$ cat src/rtl/io_out_buffer_pkg.sv
// Shared CPU configuration: boolean constants, IO output buffer defaults and FSM state type.
package io_out_buffer_pkg;

    localparam logic TRUE  = 1'b1;
    localparam logic FALSE = 1'b0;

    localparam int unsigned DEPTH_DEFAULT = 8;
    localparam int unsigned GAP_DEFAULT   = 2;
    localparam int unsigned BYTE_W        = 8;

    typedef enum logic [1:0] {
        ST_IDLE = 2'd0,
        ST_SEND = 2'd1,
        ST_HOLD = 2'd2
    } out_state_e;

endpackage

$ cat src/rtl/io_fifo.sv
// Circular byte FIFO with occupancy counter; exposes next-cycle count and head for registered consumers.
module io_fifo
    import io_out_buffer_pkg::*;
#(
    parameter int unsigned DEPTH = DEPTH_DEFAULT
) (
    input  logic                       clk,
    input  logic                       rst_n,
    input  logic                       push_req,
    input  logic                       pop,
    input  logic [BYTE_W-1:0]          wr_data,
    output logic [$clog2(DEPTH):0]     count,
    output logic [$clog2(DEPTH):0]     count_next_c,
    output logic [BYTE_W-1:0]          head_next_c,
    output logic                       drop_c
);

    localparam int unsigned AW = $clog2(DEPTH);
    localparam int unsigned CW = AW + 1;

    logic [BYTE_W-1:0] mem [DEPTH];
    logic [AW-1:0]     rd_ptr;
    logic [AW-1:0]     wr_ptr;
    logic [AW-1:0]     rd_ptr_next;
    logic              do_pop;
    logic              do_push;

    // Pop is resolved first, so a push into a full FIFO is kept when a pop frees a slot.
    always_comb begin
        do_pop      = pop && (count != CW'(0));
        do_push     = push_req && ((count < CW'(DEPTH)) || do_pop);
        drop_c      = push_req && !do_push;
        rd_ptr_next = do_pop ? rd_ptr + AW'(1) : rd_ptr;
        count_next_c = count;
        if (do_push && !do_pop) begin
            count_next_c = count + CW'(1);
        end else if (do_pop && !do_push) begin
            count_next_c = count - CW'(1);
        end
        head_next_c = (do_push && (rd_ptr_next == wr_ptr)) ? wr_data : mem[rd_ptr_next];
    end

    always_ff @(posedge clk or negedge rst_n) begin
        if (!rst_n) begin
            rd_ptr <= '0;
            wr_ptr <= '0;
            count  <= '0;
        end else begin
            rd_ptr <= rd_ptr_next;
            count  <= count_next_c;
            if (do_push) begin
                wr_ptr <= wr_ptr + AW'(1);
            end
        end
    end

    always_ff @(posedge clk) begin
        if (do_push) begin
            mem[wr_ptr] <= wr_data;
        end
    end

endmodule

$ cat src/rtl/io_out_buffer.sv
// IO output buffer: queues bytes from the mem stage and paces them to the host with idle gaps.
module io_out_buffer
    import io_out_buffer_pkg::*;
#(
    parameter int unsigned DEPTH = DEPTH_DEFAULT,
    parameter int unsigned GAP   = GAP_DEFAULT
) (
    input  logic                       clk,
    input  logic                       rst_n,
    input  logic                       wr_en,
    input  logic [BYTE_W-1:0]          wr_data,
    output logic                       out_valid,
    output logic [BYTE_W-1:0]          out_data,
    input  logic                       out_ready,
    output logic                       io_buffer_full,
    output logic                       overflow,
    output logic [$clog2(DEPTH):0]     count
);

    localparam int unsigned CW = $clog2(DEPTH) + 1;
    localparam int unsigned GW = (GAP > 0) ? $clog2(GAP + 1) : 1;

    out_state_e        state;
    out_state_e        state_d;
    logic [GW-1:0]     gap_cnt;
    logic [GW-1:0]     gap_d;
    logic              pop;
    logic              valid_d;
    logic [BYTE_W-1:0] data_d;
    logic [CW-1:0]     count_next;
    logic [BYTE_W-1:0] head_next;
    logic              drop;

    assign pop = out_valid && out_ready;

    io_fifo #(.DEPTH(DEPTH)) u_fifo (
        .clk          (clk),
        .rst_n        (rst_n),
        .push_req     (wr_en),
        .pop          (pop),
        .wr_data      (wr_data),
        .count        (count),
        .count_next_c (count_next),
        .head_next_c  (head_next),
        .drop_c       (drop)
    );

    // Next state looks at next-cycle occupancy so a write into an empty FIFO is visible one cycle later.
    always_comb begin
        state_d = state;
        gap_d   = gap_cnt;
        case (state)
            ST_IDLE: begin
                if (count_next != CW'(0)) state_d = ST_SEND;
            end
            ST_SEND: begin
                if (pop) begin
                    if (GAP > 0) begin
                        state_d = ST_HOLD;
                        gap_d   = GW'(GAP);
                    end else begin
                        state_d = (count_next != CW'(0)) ? ST_SEND : ST_IDLE;
                    end
                end
            end
            ST_HOLD: begin
                if (gap_cnt <= GW'(1)) begin
                    gap_d   = '0;
                    state_d = (count_next != CW'(0)) ? ST_SEND : ST_IDLE;
                end else begin
                    gap_d = gap_cnt - GW'(1);
                end
            end
            default: state_d = ST_IDLE;
        endcase
        valid_d = (state_d == ST_SEND);
        data_d  = (valid_d && (!out_valid || pop)) ? head_next : out_data;
    end

    always_ff @(posedge clk or negedge rst_n) begin
        if (!rst_n) begin
            state          <= ST_IDLE;
            gap_cnt        <= '0;
            out_valid      <= FALSE;
            out_data       <= '0;
            io_buffer_full <= FALSE;
            overflow       <= FALSE;
        end else begin
            state          <= state_d;
            gap_cnt        <= gap_d;
            out_valid      <= valid_d;
            out_data       <= data_d;
            io_buffer_full <= (count_next >= CW'(DEPTH - 1));
            if (drop) overflow <= TRUE;
        end
    end

endmodule
$ cat config.mk
export PLATFORM = sky130hd
export DESIGN_NAME = io_out_buffer
export DESIGN_NICKNAME = d
export VERILOG_FILES = /design/src/rtl/io_out_buffer_pkg.sv /design/src/rtl/io_fifo.sv /design/src/rtl/io_out_buffer.sv
export SDC_FILE = /design/constraint.sdc
export NUM_CORES = 1
export LEC_CHECK = 0
export ABC_AREA = 1
export CAP_MARGIN = 15
export CORE_MARGIN = 5
export CORE_UTILIZATION = 40
export CTS_BUF_LIST = sky130_fd_sc_hd__clkbuf_4 sky130_fd_sc_hd__clkbuf_8 sky130_fd_sc_hd__clkbuf_16
export CTS_CLUSTER_SIZE = 14
export DETAILED_ROUTE_END_ITERATION = 7
export HOLD_SLACK_MARGIN = 0.12
export PLACE_DENSITY = 0.64
export RECOVER_POWER = 50
export SETUP_SLACK_MARGIN = 0.15
export SLEW_MARGIN = 20
export SYNTH_ARGS = -nofsm -noshare
export SYNTH_HDL_FRONTEND = slang
export SYNTH_SLANG_ARGS = --single-unit
$ cat constraint.sdc
create_clock -name clk -period 5.7 [get_ports clk]
set_input_delay 0.855 -clock clk [delete_from_list [all_inputs] [get_ports clk]]
set_output_delay 0.855 -clock clk [all_outputs]
set_load 0.02 [all_outputs]
### Yosys cells after proc, flatten, opt, wreduce, memory -nomap -nowiden

Memories as Yosys holds them, arrays and structs flattened. A register that Yosys moved wholly into a read port is not among the register bits.
Index checks and enable logic that the tools add are counted.

| word-level totals | value |
|---|---|
| bits in registers | 17 |
| bits in latches | 0 |
| bits in writable memories | 64 |
| memory bits (read-only) | 0 |
| output and inout port bits | 15 |
| logic and storage cells | 52 |
| memories kept | 1 |

| cells by class | value |
|---|---|
| $add $sub $neg | 5 |
| multipliers | 0 |
| div/mod/pow operators | 0 |
| magnitude comparators | 3 |
| equal/unequal tests | 4 |
| shifts and indexed selects | 0 |
| muxes and demuxes | 13 |
| bitwise gates (word level) | 0 |
| reduce and logical (&&, ||, !) cells | 18 |

Memory list:

| memory | depth | width | read ports | clocked after Yosys merged registers in | wr ports | line | RTL |
|---|---|---|---|---|---|---|---|
| u_fifo.mem | 8 | 8 | 1 | 1 | 1 | io_fifo.sv:21 | `logic [BYTE_W-1:0] mem [DEPTH];` |

Operator list:

| kind | count |
|---|---|
| $mux W2 | 5 |
| $mux W4 | 2 |
| $reduce_bool A4 Y1 | 2 |
| $logic_and A1 B1 Y1 | 7 |
| $add A3 B1 Y3 const B | 2 |
| $pmux W2 S3 | 1 |
| $add A4 B1 Y4 const B | 1 |
| $eq A2 B1 Y1 const B | 2 |
| $ge A4 B3 Y1 const B | 1 |
| $logic_not A1 Y1 | 4 |
| $lt A4 B4 Y1 const B | 1 |
| $pmux W2 S2 | 1 |
| $sub A4 B1 Y4 const B | 1 |
| $mux W1 | 3 |
| $mux W3 | 1 |
| $eq A2 B2 Y1 const B | 1 |
| $le A2 B1 Y1 const B | 1 |
| $logic_not A2 Y1 | 1 |
| $logic_or A1 B1 Y1 | 2 |
| $ne A2 B2 Y1 const B | 1 |
| $reduce_and A2 Y1 | 1 |
| $reduce_bool A2 Y1 | 1 |
| $sub A2 B1 Y2 const B | 1 |

### Logic depth before layout (Yosys ltp)

Gate-level depths: netlist of run 1.

| logic depth | value |
|---|---|
| depth in word-level cells | 14 |
| mapped depth | 16 |

### Hierarchy

Synthesis of run 1 repeated with hierarchy kept, for this count alone.

| second synthesis, totals | value |
|---|---|
| cell total of the unflattened synthesis | 443 |
| area total of the unflattened synthesis | 4347.9 um2 |

Modules (own cells, without submodules):

| module | times used | cells an instance | area each (um2) | sequential area each (um2) |
|---|---|---|---|---|
| io_fifo | 1 | 374 | 3688.5 | 2172.1 |
| io_out_buffer | 1 | 69 | 659.4 | 375.4 |

### Least setup slack after synthesis of run 1

Ideal clock, no wire load.

| path | value |
|---|---|
| kind | in2reg |
| start | in wr_en |
| end | mem u_fifo.mem[0][0], enable pin |
| setup time | 0.370 ns |
| arrival time | 1.885 ns |
| required time | 5.330 ns |
| path slack | 3.444 ns |
| stages on the path | 5 |
| path buffers | 0 |
| cells stage by stage | inv_1 -> nor2_4 -> inv_1 -> or2_2 -> nor2_1 |

| on the way | value |
|---|---|
| longest elaborated chain between the ends | 3 |

RTL lines:

| item | line | RTL |
|---|---|---|
| start: declaration | io_out_buffer.sv:10 | `input logic wr_en,` |
| $logic_and A1 B1 Y1 | io_fifo.sv:31 | `do_push = push_req && ((count < CW'(DEPTH)) \|\| do_pop);` |
| $mux W1 | io_fifo.sv:58 | `if (do_push) begin` |
| $mux W1 (implied by the code) | io_fifo.sv:59 | `mem[wr_ptr] <= wr_data;` |
| end: declaration | io_fifo.sv:21 |  |

Every way passes these cells.

### Worst setup path in the final report of run 1

| path | value |
|---|---|
| start | in out_ready |
| end | reg out_data[1], read port of u_fifo.mem |

| on the way | value |
|---|---|
| longest elaborated chain between the ends | 14 |
| elaborated cells on any way between the ends | 20 |
| those cells by class | eq/ne: 1; mux: 8; reduce/logical: 11 |

RTL lines:

| item | line | RTL |
|---|---|---|
| start: declaration | io_out_buffer.sv:14 | `input logic out_ready,` |
| $logic_and A1 B1 Y1 * | io_out_buffer.sv:34 | `assign pop = out_valid && out_ready;` |
| $logic_and A1 B1 Y1 | io_fifo.sv:30 | `do_pop = pop && (count != CW'(0));` |
| $logic_or A1 B1 Y1 | io_fifo.sv:31 |  |
| $logic_and A1 B1 Y1 | io_fifo.sv:31 |  |
| $logic_not A1 Y1 | io_fifo.sv:37 | `end else if (do_pop && !do_push) begin` |
| $logic_and A1 B1 Y1 | io_fifo.sv:37 |  |
| $mux W4 | io_fifo.sv:37 |  |
| $mux W4 | io_fifo.sv:35 | `if (do_push && !do_pop) begin` |
| $reduce_bool A4 Y1 | io_out_buffer.sv:54, io_out_buffer.sv:69 |  |
| $mux W1 | io_out_buffer.sv:69 | `state_d = (count_next != CW'(0)) ? ST_SEND : ST_IDLE;` |
| $mux W2 | io_out_buffer.sv:67 | `if (gap_cnt <= GW'(1)) begin` |
| $pmux W2 S3 | io_out_buffer.sv:52 | `case (state)` |
| $eq A2 B1 Y1 | io_out_buffer.sv:76 | `valid_d = (state_d == ST_SEND);` |
| $logic_and A1 B1 Y1 | io_out_buffer.sv:77 | `data_d = (valid_d && (!out_valid \|\| pop)) ? head_next : out_data;` |
| end: declaration | io_out_buffer.sv:13 | `output logic [BYTE_W-1:0] out_data,` |

Every way passes the cells marked *; elsewhere a longest branch is shown, timed or not.
A chain may end at the register's enable or synchronous reset.

==> impl_metrics.toml, run 1 <==
[global_route]
grt_use_total_pct = 15.9
grt_pass1_wl_mm = 15.9
antenna_found_initial = 0
grt_max_degree = 34
grt-ovfl-total = 0
first_global_vias = 3059

[floorplanning]
core_area_sq_um = 10400
initial_core_util_pct = 41.3
io-pin-count = 27
rows = 37
dieArea_sq_um = 12900
fp.dieH_um = 114
die_w_um = 114

[clock_tree]
numCtsBuffers = 9
cts-resized-gates = 0
root_buffer = "clkbuf_8"
postCtsHoldBufs = 0
clock_latency_ps = 370
path_clk_slew_ps = 100
cts_tree = "built"
post-cts-setup-buffers = 0
numClockSinks = 89
ctsHtreeMaxLevel = 3
max-clock-path-buffers = 2

[outcome]
status = "completed"

[timing]
rsz0062_at_grt = "no"
setup_tns_ps = 0
slew-limit-headroom_pct = 13.8
tightest_slew_ps = 1290
finalHoldViolCount = 0
finalCritPeriodShare_pct = 61.7
slew_violations = 0
fmax_ghz = 0.285
worst_clock_skew_ps = 15.7
period_needed_ps = 3510
setup_viol = 0

[worst_setup_path]
cp_max_fo = 33
r2r_setup_slack_ps = 2820
worstSetupPathType = "in -> reg"
reg2reg_depth = 12
critical_path.endpoint_type = "flip-flop"
cp_data_arrival_time_ps = 3780
worstPathRequired_ps = 5970
crit_chain = "dlygate4sd3_1 > nand2_1 > clkinvlp_2 > nand2_1 > nand2_4 > nand2_4 > nor2_2 > nor2_8 > nand3_4 > nand3_1 > nand2_1 > nand4_1 > nand2_1"
cp_common_cell = "nand2_1"
cp_slowest_stage_delay_ps = 570
start_kind = "primary input"
slowest_stage = "dlygate4sd3_1"

[synth]
mappedNetlistNets = 464
yosysTopAreaCellShare_pct = 44.7
synth_area_sq_um = 4300
ys_ff_latch = 89
ys_top_cells_by_area = "edfxtp_1, dfrtp_1, nand2_1, nand3_1, inv_1"
syn_inst = 448
yosysSeqAreaShare_pct = 59.2
avgSynthCellArea_sq_um = 9.60
synth_cell_types = 33
ys_warn_count = 0
yosys.area.top_type = "edfxtp_1"

[layout]
final_util_pct = 46.5
fin_nets = 492
area_growth_pct = 12.7
n_antenna_cell = 0
drive_above_1_share_pct = 8.73

[route]
ant_nets = 0
drt-total-wl_mm = 9.58
vias = 3150
drc = 0
dr.pass1.iters = 5
wl_per_cell_um = 15.5
drt_iter0_drc = 263
via_per_inst = 5.11

[hold_path]
hold_class = "reg -> reg"
worstHoldPathCells = 1

[pwr]
power.density_nw_per_um2 = 560
p_leak_nw = 2.17
vdd_ir_drop_max_mv = 0.209
power.total_w = 0.00272

[place]
numPortBuffers = 26
gp_congestion = 0.831
dp_hpwl_mm = 6.43

[flow_run]
cap_violations = 0
## kinds of logic after synthesis
family          after synthesis  share of synthesized area [%]
fa+ha+maj                     4                           1.16
compound gates                9                           1.40
buf+inv                      92                           8.64
simple gates                251                           29.0
flops                        89                           59.2
xor+xnor                      3                          0.611
## cells in the mapped netlist
library cell and count:
nand2_1 113, nand3_1 84, inv_1 79, edfxtp_1 64, dfrtp_1 25, nand4_1 18, nor2_1 11, nand2_2 8
nand2_4 6, buf_4 5, ha_1 4, buf_2 3, o21ai_0 3, a21boi_0 2, nand3_2 2, nand3_4 2
nor2_2 2, xor2_1 2, a21o_1 1, a21oi_1 1, a21oi_2 1, a31o_2 1, clkbuf_1 1, clkinv_1 1
clkinv_2 1, inv_2 1, inv_4 1, nand2_8 1, nor2_4 1, nor2_8 1, nor3_1 1, or2_2 1
xnor2_1 1
## critical path: cells and delay by family
kind,cells,cell delay [ps]
buffers and inverters,2,880
and+or+nand+nor,11,2020
## placed cells by master, fill, tap and decap left out, types with 2 or more instances in the layout
cell type / netlist / final
nand2_1: 113 / 114
nand3_1: 84 / 84
inv_1: 79 / 79
edfxtp_1: 64 / 64
dfrtp_1: 25 / 25
nand4_1: 18 / 18
clkdlybuf4s50_1: 0 / 16
nor2_1: 11 / 12
clkbuf_8: 0 / 9
dlygate4sd3_1: 0 / 9
nand2_2: 8 / 8
nand2_4: 6 / 6
ha_1: 4 / 4
o21ai_0: 3 / 3
nor2_2: 2 / 2
a21oi_1: 1 / 2
nand3_2: 2 / 2
xor2_1: 2 / 2
a21boi_0: 2 / 2
nand3_4: 2 / 2
clkinvlp_4: 0 / 2
## per-layer routing
layer	share of wire, %	track usage, %
met4	2.2	5.93
met3	5.7	2.60
met5	0	0
met2	49	26.6
met1	43	20.7
## power breakdown
| group | internal [W] | switching, W | total (W) |
|---|---|---|---|
| registers | 0.000851 | 0.0000890 | 0.000941 |
| logic | 0.000426 | 0.000893 | 0.00132 |
| clock network | 0.000213 | 0.000244 | 0.000457 |
## sequential cells by signal, indices dropped and copies added (netlist names)
name and count:
gap_cnt 2, u_fifo.count 4, overflow 1, state 2, u_fifo.rd_ptr 3, out_data 8, out_valid 1, u_fifo.wr_ptr 3
io_buffer_full 1, u_fifo.mem 64
## worst paths after layout
path | startpoint | to
min in group asynchronous | rst_n | io_buffer_full$_DFF_PN0_
max reg2reg | out_valid$_DFF_PN0_ | out_data[1]$_DFFE_PN0P_
max in group asynchronous | rst_n | u_fifo.count[2]$_DFF_PN0_
min | overflow$_DFFE_PN0P_ | overflow$_DFFE_PN0P_
max | out_ready | out_data[1]$_DFFE_PN0P_
min reg2reg | overflow$_DFFE_PN0P_ | overflow$_DFFE_PN0P_
## metrics by stage
stage | instances | worst slack (ps) | cell area [sq um] | hold slack (ps)
global route | 617 | 1940 | 4850 | 508
floorplan | 448 | 3440 | 4300 | 452
global placement | 601 | 2190 | 4680 | 448
CTS | 617 | 2560 | 4880 | 463
detailed placement | 601 | 2180 | 4670 | 443
finish | 617 | 2190 | 4850 | 458
## final cells by class
class / instances / area (sq um)
multi-input combinational: 267 / 1360
inverter: 83 / 315
clock buffer: 10 / 131
sequential: 89 / 2550
fill: 1017 / 5570
timing repair buffer: 26 / 254
clock inverter: 6 / 73.8
tap: 136 / 170
No activity file was read; power rests on OpenSTA's default activity.
==> inputs of run 2 (changes only) <==
Settings changed: PLACE_DENSITY 0.64 to 0.66.
Clock period 5.7 ns to 3.18 ns, I/O delays scaled along.
==> run 2 against run 1 <==
Against the previous run: non-clock buffer count grew 7; critical path depth is 1 lower; utilization is 1.1 points higher; flip-flop and latch count is the same; routed wire length fell by 5.4%; global-route usage is 1.1 points lower; critical endpoint is now out_data[0]$_DFFE_PN0P_; largest cell class unchanged; largest power group unchanged; highest routed layer unchanged.
==> impl_metrics.toml, run 2 (synthesized netlist as in run 1, its figures left out) <==
[outcome]
status = "completed"

[floorplanning]
dieArea_sq_um = 12900
initial_core_util_pct = 41.3
rows = 37
io-pin-count = 27
core_area_sq_um = 10400
fp.dieH_um = 114
die_w_um = 114

[clock_tree]
path_clk_slew_ps = 90
clock_latency_ps = 360
root_buffer = "clkbuf_8"
max-clock-path-buffers = 2
postCtsHoldBufs = 0
ctsHtreeMaxLevel = 3
cts-resized-gates = 0
numCtsBuffers = 9
cts_tree = "built"
numClockSinks = 89
post-cts-setup-buffers = 0

[timing]
tightest_slew_ps = 1370
fmax_ghz = 0.388
setup_tns_ps = 0
worst_clock_skew_ps = 6.76
setup_viol = 0
rsz0062_at_grt = "no"
finalCritPeriodShare_pct = 81.1
period_needed_ps = 2580
slew-limit-headroom_pct = 8.74
slew_violations = 0
finalHoldViolCount = 0

[flow_run]
cap_violations = 0

[place]
dp_hpwl_mm = 6.48
gp_congestion = 0.823
dp_cells = 608
numPortBuffers = 26

[route]
drt_iter0_drc = 184
drc = 0
drt-total-wl_mm = 9.07
dr.pass1.iters = 4
wl_per_cell_um = 14.5
ant_nets = 0
vias = 3068
via_per_inst = 4.92

[layout]
final_common_cell = "nand2_1"
nFillCells = 960
n_antenna_cell = 0
largestRegisters = "u_fifo.mem (64), out_data (8), u_fifo.count (4)"
fin_nets = 499
layout_common_cells = "nand2_1, nand3_1, inv_1, edfxtp_1, dfrtp_1"
stdcell_count = 624
area_growth_pct = 15.3
drive_above_1_share_pct = 9.84
max_flop_register = "u_fifo.mem"
largest_reg_flops = 64

[worst_setup_path]
worstPathRequired_ps = 3440
worstSetupPathType = "reg -> reg"
start_kind = "flip-flop"
critical_path.endpoint_type = "flip-flop"
cp_max_fo = 33
cp_data_arrival_time_ps = 2840

[global_route]
grt_pass1_wl_mm = 15.0
first_global_vias = 2997
grt-ovfl-total = 0
grt_use_total_pct = 14.8
antenna_found_initial = 0
grt_max_degree = 34

[pwr]
power.density_nw_per_um2 = 1000
p_leak_nw = 2.24
vdd_ir_drop_max_mv = 0.478

[hold_path]
hold_class = "reg -> reg"
run 2: cell count changes in the layout (fill, tap and decap cells not counted):
cell	change
buf_4	+6
bufinv_16	+2
clkinvlp_4	-2
clkbuf_4	-1
clkinv_1	+1
clkinv_2	+1
clkinv_4	-1
clkinvlp_2	-1
dlygate4sd3_1	+1
inv_6	+1
nand2_1	-1
nand2_8	+1
run 2: cell type report:
type,count,area [sq um],share of cell area (%)
repair buffers,33,309,6.23
flip-flops and latches,89,2550,51.4
inverters,83,315,6.36
multi-input cells,267,1370,27.6
clock inverters,7,123,2.47
well taps,136,170,3.43
clock buffers,9,124,2.50
run 2: path summary, 6_finish.rpt:
| check | start | to | slack, ps | cells past startpoint |
|---|---|---|---|---|
| hold / removal | overflow$_DFFE_PN0P_ | overflow$_DFFE_PN0P_ | 470 | 1 |
| min in group asynchronous | rst_n | overflow$_DFFE_PN0P_ | 950 | 2 |
| hold reg to reg | overflow$_DFFE_PN0P_ | overflow$_DFFE_PN0P_ | 470 | 1 |
| setup / recovery | u_fifo.count[0]$_DFF_PN0_ | out_data[0]$_DFFE_PN0P_ | 600 | 12 |
| setup reg to reg | u_fifo.count[0]$_DFF_PN0_ | out_data[0]$_DFFE_PN0P_ | 600 | 12 |
| max in group asynchronous | rst_n | u_fifo.count[3]$_DFF_PN0_ | 1430 | 2 |
run 2: where the power goes:
part / total, W / switching [W] / internal, W
logic: 0.00231 / 0.00153 / 0.000787
clock network: 0.000946 / 0.000416 / 0.000530
registers: 0.00170 / 0.000173 / 0.00152
run 2: per-stage QoR:
step	hold WS (ps)	area (sq um)	power (W)	setup WS [ps]	utilization, %
3_5_place_dp	465	4730	0.00404	330	45.4
3_3_place_gp	441	4730	0.00398	420	45.4
6_report	472	4960	0.00496	601	47.6
2_1_floorplan	181	4300	0.00343	1200	-
5_1_grt	520	4960	0.00534	397	47.6
4_1_cts	483	4970	0.00499	627	47.8
run 2: per-layer routing:
layer | GRT usage, % | part of all wire, % | vias to the layer above
met5 | 0 | 0 | -
met4 | 4.01 | 1.0 | 0
met3 | 3.29 | 4.4 | 8
met2 | 24.6 | 48 | 61
met1 | 19.6 | 46 | 1460
li1 | - | - | 1539
run 2: critical path, stage by stage (launching register included):
cell	delay [ps]
dfrtp_1	440
inv_1	120
ha_1	270
nand2_4	160
nand3_2	320
nand2_4	420
nor2_2	120
nor2_8	190
nand3_4	130
nand3_1	100
nand2_1	60
nand4_1	70
nand2_1	70
==> inputs of run 3 (changes only) <==
Clock period 3.18 ns to 2.1 ns, I/O delays scaled along.
==> run 3 against run 2 <==
Against the previous run: sequential share of layout area shrank 5.1 points; via count grew 12%; die area is the same; sequential power grew 52%; first-iteration DRC count grew 91%; utilization grew 5.4 points; critical endpoint is now u_fifo.mem[6][2]$_DFFE_PP_; non-clock buffer count grew 49; design area grew 11%; clock power grew 26%; hold slack gained 3.5 ps.
==> impl_metrics.toml, run 3 (synthesized netlist as in run 1, its figures left out) <==
[pwr]
p_int_w = 0.00490
vdd_ir_drop_max_mv = 0.697
clock_power_share_pct = 13.6
power_switching_w = 0.00384
power.density_nw_per_um2 = 1580
sequentialPowerShare_pct = 29.5
swShare_pct = 43.9
power.total_w = 0.00873
combPwrFrac_pct = 56.9
p_leak_nw = 2.50

[layout]
n_antenna_cell = 0
stdcell_count = 674
drive_above_1_share_pct = 23.2
largestRegisters = "u_fifo.mem (64), out_data (8), u_fifo.count (4)"
max_flop_register = "u_fifo.mem"
fin_area_sq_um = 5520
largest_reg_flops = 64
final_common_cell = "nand2_1"
fin_nets = 549
layout_common_cells = "nand2_1, inv_1, nand3_1, edfxtp_1, buf_4"
area_growth_pct = 28.3

[floorplanning]
initial_core_util_pct = 41.3
io-pin-count = 27
core_area_sq_um = 10400
rows = 37
die_w_um = 114
dieArea_sq_um = 12900
fp.dieH_um = 114

[place]
gp_congestion = 0.869
numPortBuffers = 26
placed_area_sq_um = 5090
dp_cells = 649
dp_hpwl_mm = 7.26

[flow_run]
cap_violations = 0

[timing]
finalHoldViolCount = 0
tightest_slew_ps = 1420
rsz0062_at_grt = "yes"
fmax_ghz = 0.515
setup_viol = 0
period_needed_ps = 1940
finalCritPeriodShare_pct = 92.4
setup_tns_ps = 0
worst_clock_skew_ps = 14.4
slew-limit-headroom_pct = 5.51
slew_violations = 0

[worst_setup_path]
path_buf_inv = 3
critical_path.top_delay_family = "simple AND/OR/NAND/NOR gates"
critical_path.endpoint_type = "flip-flop"
cp_data_arrival_time_ps = 2030
worstPathRequired_ps = 2190
cp_common_cell = "inv_1"
cp_max_fo = 6
start_kind = "flip-flop"
crit_chain = "inv_1 > a21oi_2 > nor2_4 > inv_1 > or2_2 > nor2_1 > buf_4"
cp_slowest_stage_delay_ps = 480
slowest_stage = "dfrtp_1"
worstSetupPathType = "reg -> reg"

[hold_path]
hold_class = "reg -> reg"

[route]
wl_per_cell_um = 15.3
dr.pass1.iters = 7
drc = 0
vias = 3424
via_per_inst = 5.08
drt_iter0_drc = 351
drt-total-wl_mm = 10.3
ant_nets = 0

[clock_tree]
max-clock-path-buffers = 2
path_clk_slew_ps = 100
clock_latency_ps = 380
numClockSinks = 89
cts_tree = "built"
postCtsHoldBufs = 0
root_buffer = "clkbuf_8"
numCtsBuffers = 9
ctsHtreeMaxLevel = 3

[global_route]
grt_pass1_wl_mm = 16.4
first_global_vias = 3386
grt_max_degree = 26
grt-ovfl-total = 0
antenna_found_initial = 0
grt_use_total_pct = 16.1

[outcome]
status = "completed"
-- run 3: cell count changes in the layout (fill, tap and decap cells not counted), sizes merged --
cell,delta
bufinv,-3
clkinvlp,+1
inv,+1
nand2,+1
dlygate4sd3,-2
clkdlybuf4s50,+2
buf,+43
clkinv,+1
clkbuf,+6
-- run 3: layer usage --
layer  global-route usage [%]  wire length (um)  vias up
li1                         -                 -     1646
met1                     20.4              4350     1619
met2                     26.2              5110      134
met3                     4.24               609       25
met4                     6.41               225        0
met5                        0                 0        -
-- run 3: worst paths after layout --
kind	start	endpoint	slack, ps	cells past startpoint
max in group asynchronous	rst_n	u_fifo.count[2]$_DFF_PN0_	460	2
min	overflow$_DFFE_PN0P_	overflow$_DFFE_PN0P_	480	1
min in group asynchronous	rst_n	u_fifo.count[0]$_DFF_PN0_	720	2
max	u_fifo.count[3]$_DFF_PN0_	u_fifo.mem[6][2]$_DFFE_PP_	160	7
min reg2reg	overflow$_DFFE_PN0P_	overflow$_DFFE_PN0P_	480	1
max reg2reg	u_fifo.count[3]$_DFF_PN0_	u_fifo.mem[6][2]$_DFFE_PP_	160	7
-- run 3: what timing repair did --
action / in CTS / in global routing
gates resized for setup: 5 / 33
gates cloned: 0 / 3
setup endpoints to repair: 8 / 9
pin swaps: 1 / 20
buffers inserted: 1 / 5
-- run 3: through the flow --
| stage | hold slack, ps | util (%) | setup slack (ps) |
|---|---|---|---|
| 4_1_cts | 298 | 51.0 | 168 |
| 3_5_place_dp | 457 | 48.8 | -135 |
| 2_1_floorplan | 19.4 | - | 136 |
| 6_report | 476 | 53.0 | 160 |
| 3_3_place_gp | 449 | 48.8 | -134 |
| 5_1_grt | 502 | 53.0 | 61.6 |
-- run 3: worst reg2reg max path, cell delays in order (launching register included) --
cell and delay (ps):
dfrtp_1 480, inv_1 130, a21oi_2 60, nor2_4 170, inv_1 90, or2_2 330
nor2_1 190, buf_4 190
-- run 3: layout make-up --
class | count | area, sq um
Clock buffer | 9 | 124
Clock inverter | 7 | 80.1
Fill cell | 920 | 4900
Inverter | 83 | 319
Multi-Input combinational cell | 268 | 1520
Sequential cell | 89 | 2550
Tap cell | 136 | 170
Timing Repair Buffer | 82 | 758
-- run 3: power by group through the flow --
stage          clock network [W]  logic (W)  registers, W
6_report                 0.00119    0.00497       0.00258
4_1_cts                  0.00120    0.00440       0.00256
3_3_place_gp                   0    0.00426       0.00259
2_1_floorplan                  0    0.00249       0.00271
5_1_grt                  0.00130    0.00542       0.00262
3_5_place_dp                   0    0.00431       0.00260
